[config.mk]
export PLATFORM = sky130hd
export DESIGN_NAME = stopwatch_ctrl
export DESIGN_NICKNAME = d
export VERILOG_FILES = /design/src/rtl/stopwatch_ctrl.sv
export SDC_FILE = /design/constraint.sdc
export NUM_CORES = 1
export LEC_CHECK = 0
export CAP_MARGIN = 25
export CORE_MARGIN = 2
export CORE_UTILIZATION = 51
export CTS_CLUSTER_SIZE = 25
export DETAILED_ROUTE_END_ITERATION = 6
export GPL_TIMING_DRIVEN = 1
export PLACE_DENSITY = 0.88
export SLEW_MARGIN = 20
export SYNTH_ARGS = -nofsm -noshare
export SYNTH_HDL_FRONTEND = slang
export SYNTH_SLANG_ARGS = --single-unit
[constraint.sdc]
create_clock -name clk -period 2.3 [get_ports clk]
set_input_delay 0.69 -clock clk [delete_from_list [all_inputs] [get_ports clk]]
set_output_delay 0.69 -clock clk [all_outputs]
set_load 0.005 [all_outputs]
[src/rtl/stopwatch_ctrl.sv]
// Stopwatch control FSM: sequences start/stop, lap freeze and clear for the
// BCD time counter, gates the time-base tick into the counter and parks the
// counter at its maximum value instead of letting it wrap.
module stopwatch_ctrl #(
    parameter int LAP_HOLD_TICKS = 300
) (
    input  logic       clk,
    input  logic       reset,
    input  logic       tick,
    input  logic       start_stop,
    input  logic       lap,
    input  logic       clear,
    input  logic       wrap,
    output logic       count_en,
    output logic       count_clr,
    output logic       snap,
    output logic       freeze,
    output logic       running,
    output logic [2:0] state
);

    localparam int TW = $clog2(LAP_HOLD_TICKS + 1);
    localparam logic [TW-1:0] HOLD_LOAD = TW'(LAP_HOLD_TICKS);
    localparam logic [TW-1:0] HOLD_ONE  = TW'(1);

    typedef enum logic [2:0] {
        IDLE      = 3'd0,
        RUN       = 3'd1,
        PAUSE     = 3'd2,
        RUN_LAP   = 3'd3,
        PAUSE_LAP = 3'd4,
        SAT       = 3'd5
    } state_t;

    state_t          state_q, state_d;
    logic [TW-1:0]   hold_q, hold_d;
    logic            clr_q, clr_d;
    logic            snap_q, snap_d;

    // Next-state logic; each branch chain encodes the event priority
    // clear > tick&wrap > start_stop > lap > hold expiry, with inputs that a
    // state ignores simply absent from its chain so they never block others.
    always_comb begin
        state_d = state_q;
        hold_d  = hold_q;
        clr_d   = 1'b0;
        snap_d  = 1'b0;
        case (state_q)
            IDLE: begin
                if (clear) begin
                    clr_d = 1'b1;
                end else if (start_stop) begin
                    state_d = RUN;
                end
            end
            RUN: begin
                if (tick && wrap) begin
                    state_d = SAT;
                end else if (start_stop) begin
                    state_d = PAUSE;
                end else if (lap) begin
                    state_d = RUN_LAP;
                    snap_d  = 1'b1;
                    hold_d  = HOLD_LOAD;
                end
            end
            RUN_LAP: begin
                if (tick && wrap) begin
                    state_d = SAT;
                end else if (start_stop) begin
                    // Pausing takes precedence over a coincident tick, so the
                    // held count never reaches zero while frozen in PAUSE_LAP.
                    state_d = PAUSE_LAP;
                end else if (lap) begin
                    snap_d = 1'b1;
                    hold_d = HOLD_LOAD;
                end else if (tick) begin
                    if (hold_q <= HOLD_ONE) begin
                        hold_d  = '0;
                        state_d = RUN;
                    end else begin
                        hold_d = hold_q - HOLD_ONE;
                    end
                end
            end
            PAUSE: begin
                if (clear) begin
                    state_d = IDLE;
                    clr_d   = 1'b1;
                end else if (start_stop) begin
                    state_d = RUN;
                end
            end
            PAUSE_LAP: begin
                if (clear) begin
                    state_d = IDLE;
                    clr_d   = 1'b1;
                end else if (start_stop) begin
                    state_d = RUN_LAP;
                end else if (lap) begin
                    state_d = PAUSE;
                end
            end
            SAT: begin
                if (clear) begin
                    state_d = IDLE;
                    clr_d   = 1'b1;
                end
            end
            default: begin
                state_d = IDLE;
            end
        endcase
    end

    // State, hold counter and registered command pulses; reset also kills
    // any pulse that was about to be issued.
    always_ff @(posedge clk or posedge reset) begin
        if (reset) begin
            state_q <= IDLE;
            hold_q  <= '0;
            clr_q   <= 1'b0;
            snap_q  <= 1'b0;
        end else begin
            state_q <= state_d;
            hold_q  <= hold_d;
            clr_q   <= clr_d;
            snap_q  <= snap_d;
        end
    end

    // Outputs decoded from the registered state; count_en is the only
    // combinational path from an input (tick/wrap) to an output.
    always_comb begin
        running   = (state_q == RUN) || (state_q == RUN_LAP);
        freeze    = (state_q == RUN_LAP) || (state_q == PAUSE_LAP);
        count_en  = tick && running && !wrap;
        count_clr = clr_q;
        snap      = snap_q;
        state     = state_q;
    end

endmodule

# After elaboration in Yosys (flattened, before gate mapping)
# Index checks and enable logic that the tools add are counted.
# op_classes
n_reduce_logical	12
addsub	1
muxes	31
n_eq_ne	18
n_lt_le_gt_ge	1
# ops
op	count
2-to-1 mux 9 bit	8
2-to-1 mux 3 bit	15
!= test 4 bit, second input constant	5
case mux 3 bit (6 select lines)	1
case mux 9 bit (2 select lines)	1
!= test 2 bit, second input constant	7
AND reduction 7 bit	2
less-or-equal comparator 9 x 1 -> 1 bit, second input constant	1
subtractor 9 x 1 -> 9 bit, second input constant	1
== test 3 x 2 -> 1 bit, second input constant	2
== test 3 bit, second input constant	2
2-to-1 mux 1 bit	6
OR reduction 4 bit	1
== test 3 x 1 -> 1 bit, second input constant	1
logical AND 1 bit	3
zero test 3 bit	1
!= test 3 bit, second input constant	1
logical OR 1 bit	2
nonzero test 2 bit	1
OR reduction 2 bit	1
zero test 1 bit	1
# word_totals
output_inout_bits	8
input_bits	7
regBits	14

# Longest topological paths before layout
# Gate-level depths: netlist of run 1.
# depth
word_depth	7
mapped_depth	6

# Least setup slack after synthesis of run 1
# Ideal clock, no wire load.
# synth_path
path_type	input to register
startpoint	input tick
endpoint	register hold_q[5]
arrival_ns	1.886
n_path_buf	1
path_slack_ns	0.280
stages	5
cell_sequence	and2_1 or4_4 buf_6 o41ai_1 o21ai_1
# synth_between
elab_chain_len	3
elab_cells_between_ends	5
# synth_rtl
element	line_no	source
from (decl)	9	input logic tick,
logical AND 1 bit	57, 68	
!= test 2 bit (no line)	-	
AND reduction 7 bit (no line) (*)	-	
to (signal assigned)	126	hold_q <= hold_d;
to (decl)	36	logic [TW-1:0] hold_q, hold_d;
# Mark *: on every way between the ends. The rest lies on a longest branch, timed or not.
# A chain may end at the register's enable or synchronous reset.

# Worst setup path in the final report of run 1
# layout_path
startpoint	input tick
endpoint	output count_en
# layout_between
elab_chain_len	2
# layout_rtl
element	line_no	source
logical AND 1 bit (2 in series)	137	count_en = tick && running && !wrap;
to (decl)	14	output logic count_en,
# No other way between the ends.

==> summary.md, run 1 <==
| Metric | Value |
|---|---|
| First-pass GRT wire length | `3801 um` |
| Antenna violations before repair | `0` |
| Starting density of the core | `0.5355` |
| Clock skew | `0.002956 ns` |
| Final worst-path cycle share | `0.9734` |
| Reg clk slew, reported paths | `0.08 ns` |
| DR pass1 iterations | `4` |
| Post-synthesis sequential area ratio | `0.3830` |
| Die footprint | `2148 um2` |
| TritonCTS Buffers | `3` |
| Final Hold Slack | `0.5693 ns` |
| PwrDens | `998.9 nW/um2` |
| VDD IR max | `0.7680 mV` |
| WL/cell | `14.72 um` |
| Largest net degree at the start of global routing | `15` |
| GPL Wtd Cong | `0.9557` |
| Core Area | `1708 um2` |
| Crit Path Category | `input port to output port` |
| Largest family of logic cells by synthesized area | `compound AO/OA/AOI/OAI gates` |
| Outcome | `finished clean` |
| Layout area overhead | `35.57%` |
| Multiplexer share of the synthesized area | `0.02326` |
| R2R depth | `5` |
| Chip width | `46.35 um` |
| Unique masters post-synth | `40` |
| Grt total ovfl | `0` |
| Min-Delay Path Depth | `1` |
| Avg Cell Area, Syn | `9.146 um2` |
| Hold Vio Cnt, Final | `0` |
| Crit-path max cell delay | `0.47 ns` |
| DRC | `0` |
| Final Max Slew Viols | `0` |
| Post-DRT Antenna Nets | `0` |
| R2r setup slk | `0.22 ns` |
| Total GRT Usage | `0.2526` |
| Worst-skew pair later-pin latency | `0.28 ns` |
| CP endpoint | `count_en` |
| Share of cells above drive strength 1 | `0.2481` |
| Synth Cell Area | `914.6 um2` |
| Critical Path Start | `tick` |
| Via density per instance | `5.892` |
| Critical-path cell list | `clkdlybuf4s50_1, nor3b_2, dlygate4sd2_1` |
| Crit. End Element | `output port` |
| N_diodes | `0` |
| Final Net Count | `144` |
| Reg2reg start | `hold_q[1]` |
| Post-synthesis register bit count | `14` |
| Static Leak | `0.0005526 uW` |
| Hold_buf cts | `0` |
| H-tree level count | `1` |
| Max cap viols | `0` |
| Req. time, crit path | `1.61 ns` |
| Via count | `931` |
| 1st-iter DRT viols | `30` |
| Detailed placement HPWL | `1688 um` |
| Simple-gate share of the synthesized area | `0.2476` |
| Cells after Synth | `100` |
| Std-Cell Rows | `15` |
| Synth Area in Compound Gates | `0.2517` |
| Final Util | `0.7260` |
| Hold Path Class | `flip-flop to flip-flop` |
| Post-synthesis adder-cell area fraction | `0.02736` |
| Fmax | `0.4467 GHz` |
| Crit-path max FO | `2` |
| Synth Net Count | `109` |
| Synth Flop Type | `dfrtp_1` |
| Vias in the first global route | `939` |
| Worst slew pin tran | `0.5568 ns` |
| DRT Wirelength | `2325 um` |
| Root Buffer | `clkbuf_4` |
| Slew HR | `0.6260` |
| Clock tree buffer depth | `2` |
| Xor and xnor area share after synthesis | `0` |
| CTS tree | `done` |
| Critical path launch point type | `input port` |
| EDFF count, synth | `0` |
| Synthesis Warnings | `0` |
| CP max stage cell | `clkdlybuf4s50_1` |
| Sink Count | `14` |
| Setup violators final | `0` |
| WP data arrival | `1.55 ns` |
| Port Buffers | `14` |
| Reg-to-reg endpoint | `hold_q[8]` |
| I/O pin cnt | `15` |
| Fraction of registers with async set/reset | `1.000` |
| Crit path time final | `2.239 ns` |
| Die Ht | `46.35 um` |
==> Yosys cell counts, types with 2 or more instances <==
| cell type | count | area share |
|---|---|---|
| a21oi_1 | 7 | 0.038 |
| a22o_1 | 2 | 0.019 |
| buf_6 | 2 | 0.025 |
| dfrtp_1 | 14 | 0.38 |
| ha_1 | 2 | 0.027 |
| inv_1 | 9 | 0.037 |
| nand2_1 | 3 | 0.012 |
| nand2b_1 | 3 | 0.021 |
| nand4_1 | 2 | 0.014 |
| nor2_1 | 5 | 0.021 |
| nor3_1 | 6 | 0.033 |
| nor4_1 | 3 | 0.021 |
| o21ai_0 | 6 | 0.033 |
| o22ai_1 | 3 | 0.021 |
| o31ai_1 | 2 | 0.016 |
| o41ai_1 | 3 | 0.029 |
| or2b_1 | 2 | 0.016 |
| or3_1 | 3 | 0.021 |
| or4b_2 | 2 | 0.022 |
==> what timing repair did <==
action | in CTS | in global routing
pin swaps | 0 | 1
gates resized for setup | 4 | 3
endpoints found under the setup margin | 2 | 4
setup buffers | 3 | 0
==> flip-flops by register name, indices dropped and copies added, names as in the netlist <==
register   cells
hold_q         9
state          3
snap           1
count_clr      1
==> cell type report <==
type                    count  area, um2
clock buffers               3      22.52
inverters                   9      33.78
well taps                  25      31.28
fillers                   118      467.9
flip-flops and latches     14      352.8
repair buffers             33      284.0
multi-input cells          74      515.5
==> per-layer routing <==
metal	global-route usage	part of all wire
met1	0.2847	0.41
met2	0.4333	0.51
met3	0.02353	0.057
met4	0.1886	0.022
met5	0	0
==> critical path, delay by kind of cell <==
family / cells / cell delay, ns
buffers and inverters: 2 / 0.72
and+or+nand+nor: 1 / 0.14
==> through the flow <==
stage	TNS (ns)	cell area, um2	worst slack (ns)	total power (uW)	std cells
floorplan	0	914.6	0.2801	806.3	100
global placement	-1.626	1179	-0.2450	1035	152
detailed placement	-2.027	1179	-0.2731	1052	152
CTS	0	1225	0.01136	1221	158
global route	-0.001611	1240	-0.001611	1333	158
finish	0	1240	0.06125	1239	158
==> power breakdown <==
part / internal [uW] / total (uW) / switching (uW)
sequential: 331 / 462 / 131
combinational: 346 / 641 / 295
clock: 60.7 / 136 / 75.0
total: 738 / 1240 / 501
==> layout by cell type, fill, tap and decap left out, drive strengths merged, types with 3 or more instances in the layout <==
cell,count
buf,19
o41ai,3
or3,3
o21ai,8
nor3,6
o22ai,3
a21oi,7
nand2,3
nor4,4
clkdlybuf4s50,12
nand2b,3
dfrtp,14
clkbuf,3
nor2,5
inv,9
==> worst min path at each step <==
stage          startpoint         to  slack, ns
2_1_floorplan   hold_q[8]  hold_q[8]       0.49
3_3_place_gp    hold_q[8]  hold_q[8]       0.51
3_5_place_dp    hold_q[8]  hold_q[8]       0.55
4_1_cts         hold_q[8]  hold_q[8]       0.57
5_1_grt         hold_q[8]  hold_q[8]       0.59
6_report        hold_q[8]  hold_q[8]       0.57
==> kinds of logic (layout without fill, tap and decap cells) <==
group / Yosys count / after routing
AND/OR/NAND/NOR: 36 / 36
AO/OA/AOI/OAI: 34 / 34
flip-flops: 14 / 14
buffers and inverters: 12 / 45
adder cells (fa/ha/maj): 2 / 2
multiplexers: 2 / 2
Note: power is estimated with default switching activity, not from simulation.
==> run 2, diff against run 1 <==
--- a/config.mk
+++ b/config.mk
@@ -8,7 +8,6 @@
 export CAP_MARGIN = 25
 export CORE_MARGIN = 2
 export CORE_UTILIZATION = 51
-export CTS_CLUSTER_SIZE = 25
 export DETAILED_ROUTE_END_ITERATION = 6
 export GPL_TIMING_DRIVEN = 1
 export PLACE_DENSITY = 0.88
==> results of run 2 <==
No change in the layout: final DEF, timing and power equal those of run 1.
==> run 3, diff against run 2 <==
--- a/config.mk
+++ b/config.mk
@@ -8,6 +8,7 @@
 export CAP_MARGIN = 25
 export CORE_MARGIN = 2
 export CORE_UTILIZATION = 51
+export CTS_BUF_LIST = sky130_fd_sc_hd__clkbuf_8 sky130_fd_sc_hd__clkbuf_16
 export DETAILED_ROUTE_END_ITERATION = 6
 export GPL_TIMING_DRIVEN = 1
 export PLACE_DENSITY = 0.88
==> run 3 against run 2 <==
Net effect:
- design area is 0.50% higher
- first-iteration DRC count is 90% higher
- clock skew is 0.00095 ns lower
- global-route usage is 0.080 points higher
- flip-flop and latch count stayed put
- sequential share of layout area hardly changed
- hold slack worse by 0.026 ns
- combinational power is 1% lower
- die area stayed put
- largest cell class unchanged
- largest power group unchanged
==> summary.md, run 3 (synthesis gave the netlist of run 1 again) <==
| Metric | Value |
|---|---|
| Crit. End Element | `output port` |
| I/O pin cnt | `15` |
| Reg clk slew, reported paths | `0.06 ns` |
| Final Net Count | `142` |
| Number of flip-flops in the largest register | `9` |
| Psw | `525.0 uW` |
| Port Buffers | `14` |
| Core Area | `1708 um2` |
| PnR worst setup slack | `0.06346 ns` |
| Share of cells above drive strength 1 | `0.2443` |
| Clock tree buffer depth | `2` |
| Final Max Slew Viols | `0` |
| Final worst-path cycle share | `0.9724` |
| Reg2reg start | `hold_q[1]` |
| Sw Share | `0.4018` |
| Via count | `928` |
| Slew HR | `0.6201` |
| Commonest non-fill, non-tap cell in the layout | `buf_4` |
| Max cap viols | `0` |
| Setup violators final | `0` |
| Post-DRT Antenna Nets | `0` |
| Grt total ovfl | `0` |
| Sink Count | `14` |
| First-pass GRT wire length | `3815 um` |
| Die Ht | `46.35 um` |
| Hold Path Class | `flip-flop to flip-flop` |
| WP data arrival | `1.55 ns` |
| DRC | `0` |
| Final Non-Filler Cells | `156` |
| Req. time, crit path | `1.61 ns` |
| Starting density of the core | `0.5355` |
| Placed instance count | `152` |
| Critical path launch point type | `input port` |
| VDD IR max | `0.7062 mV` |
| DR pass1 iterations | `4` |
| RSZ-0062 raised after global routing | `true` |
| Clock group share of total power | `0.153` |
| R2R depth | `5` |
| Dpl ws | `-0.2731 ns` |
| Largest net degree at the start of global routing | `15` |
| Hold_buf cts | `0` |
| Biggest register | `hold_q` |
| Static Leak | `0.0005484 uW` |
| Clock skew | `0.002004 ns` |
| Layout area overhead | `36.25%` |
| Final Util | `0.7297` |
| Std-Cell Rows | `15` |
| Total power | `1306 uW` |
| Outcome | `finished clean` |
| Seq pwr share | `0.363` |
| Crit Path Category | `input port to output port` |
| Via density per instance | `5.949` |
| H-tree level count | `1` |
| Critical Path Start | `tick` |
| Total GRT Usage | `0.2534` |
| Combinational share of power | `0.485` |
| Pint | `781.4 uW` |
| WL/cell | `15.90 um` |
| Commonest non-fill, non-tap cells in the layout | `buf_4 (17), clkdlybuf4s50_1 (12), dfrtp_1 (11)` |
| R2r setup slk | `0.21 ns` |
| DRT Wirelength | `2481 um` |
| Crit path time final | `2.237 ns` |
| Worst-skew pair later-pin latency | `0.24 ns` |
| Crit-path max FO | `2` |
| 1st-iter DRT viols | `57` |
| Fmax | `0.4471 GHz` |
| Antenna violations before repair | `0` |
| Reg-to-reg endpoint | `hold_q[8]` |
| Detailed placement HPWL | `1688 um` |
| Worst slew pin tran | `0.5655 ns` |
| PwrDens | `1048 nW/um2` |
| CTS tree | `done` |
| Vias in the first global route | `930` |
| TritonCTS Buffers | `3` |
| Chip width | `46.35 um` |
| GPL Wtd Cong | `0.9557` |
| CP endpoint | `count_en` |
| Hold Vio Cnt, Final | `0` |
| Root Buffer | `clkbuf_8` |
| Setup_tns | `0 ns` |
| Die footprint | `2148 um2` |
| N_diodes | `0` |
-- run 3: routing by layer --
metal  vias to the layer above  wire length [um]  global-route usage
met4                         0                59              0.1657
met3                         6               133             0.03529
li1                        446                 -                   -
met1                       434              1014              0.2943
met5                         -                 0                   0
met2                        42              1274              0.4278
-- run 3: stage by stage --
stage / instance area (um2) / hold slack (ns)
after floorplan: 914.6 / 0.4878
after global placement: 1179 / 0.5089
after detailed placement: 1179 / 0.5467
after CTS: 1220 / 0.5633
after global routing: 1246 / 0.5818
final: 1246 / 0.5429
-- run 3: area by class of cell --
type | instances | area [um2]
repair buffers | 31 | 269.0
clock buffers | 3 | 41.29
fillers | 116 | 461.7
well taps | 25 | 31.28
multi-input cells | 74 | 516.7
inverters | 9 | 33.78
flip-flops and latches | 14 | 354.1
-- run 3: critical path, stage by stage --
cell             delay [ns]
clkdlybuf4s50_1        0.47
nor3b_2                0.14
dlygate4sd2_1          0.25
-- run 3: repair_timing --
item,4_1_cts,5_1_grt
gates resized for setup,2,8
endpoints found under the setup margin,2,9
setup buffers,0,1
pin swaps,0,1
-- run 3: how the worst min path moves through the flow --
stage          startpoint   endpoint  slack [ns]  depth (start not counted)
2_1_floorplan   hold_q[8]  hold_q[8]        0.49                          1
3_3_place_gp    hold_q[8]  hold_q[8]        0.51                          1
3_5_place_dp    hold_q[8]  hold_q[8]        0.55                          1
4_1_cts         hold_q[8]  hold_q[8]        0.56                          1
5_1_grt         hold_q[8]  hold_q[8]        0.58                          1
6_report        hold_q[4]  hold_q[4]        0.54                          2
-- run 3: power by group through the flow --
stage	Combinational, uW	Sequential (uW)	Clock (uW)
after floorplan	380	426	0
after global placement	579	456	0
after detailed placement	592	460	0
after CTS	597	462	198
after global routing	684	487	212
final	633	474	199
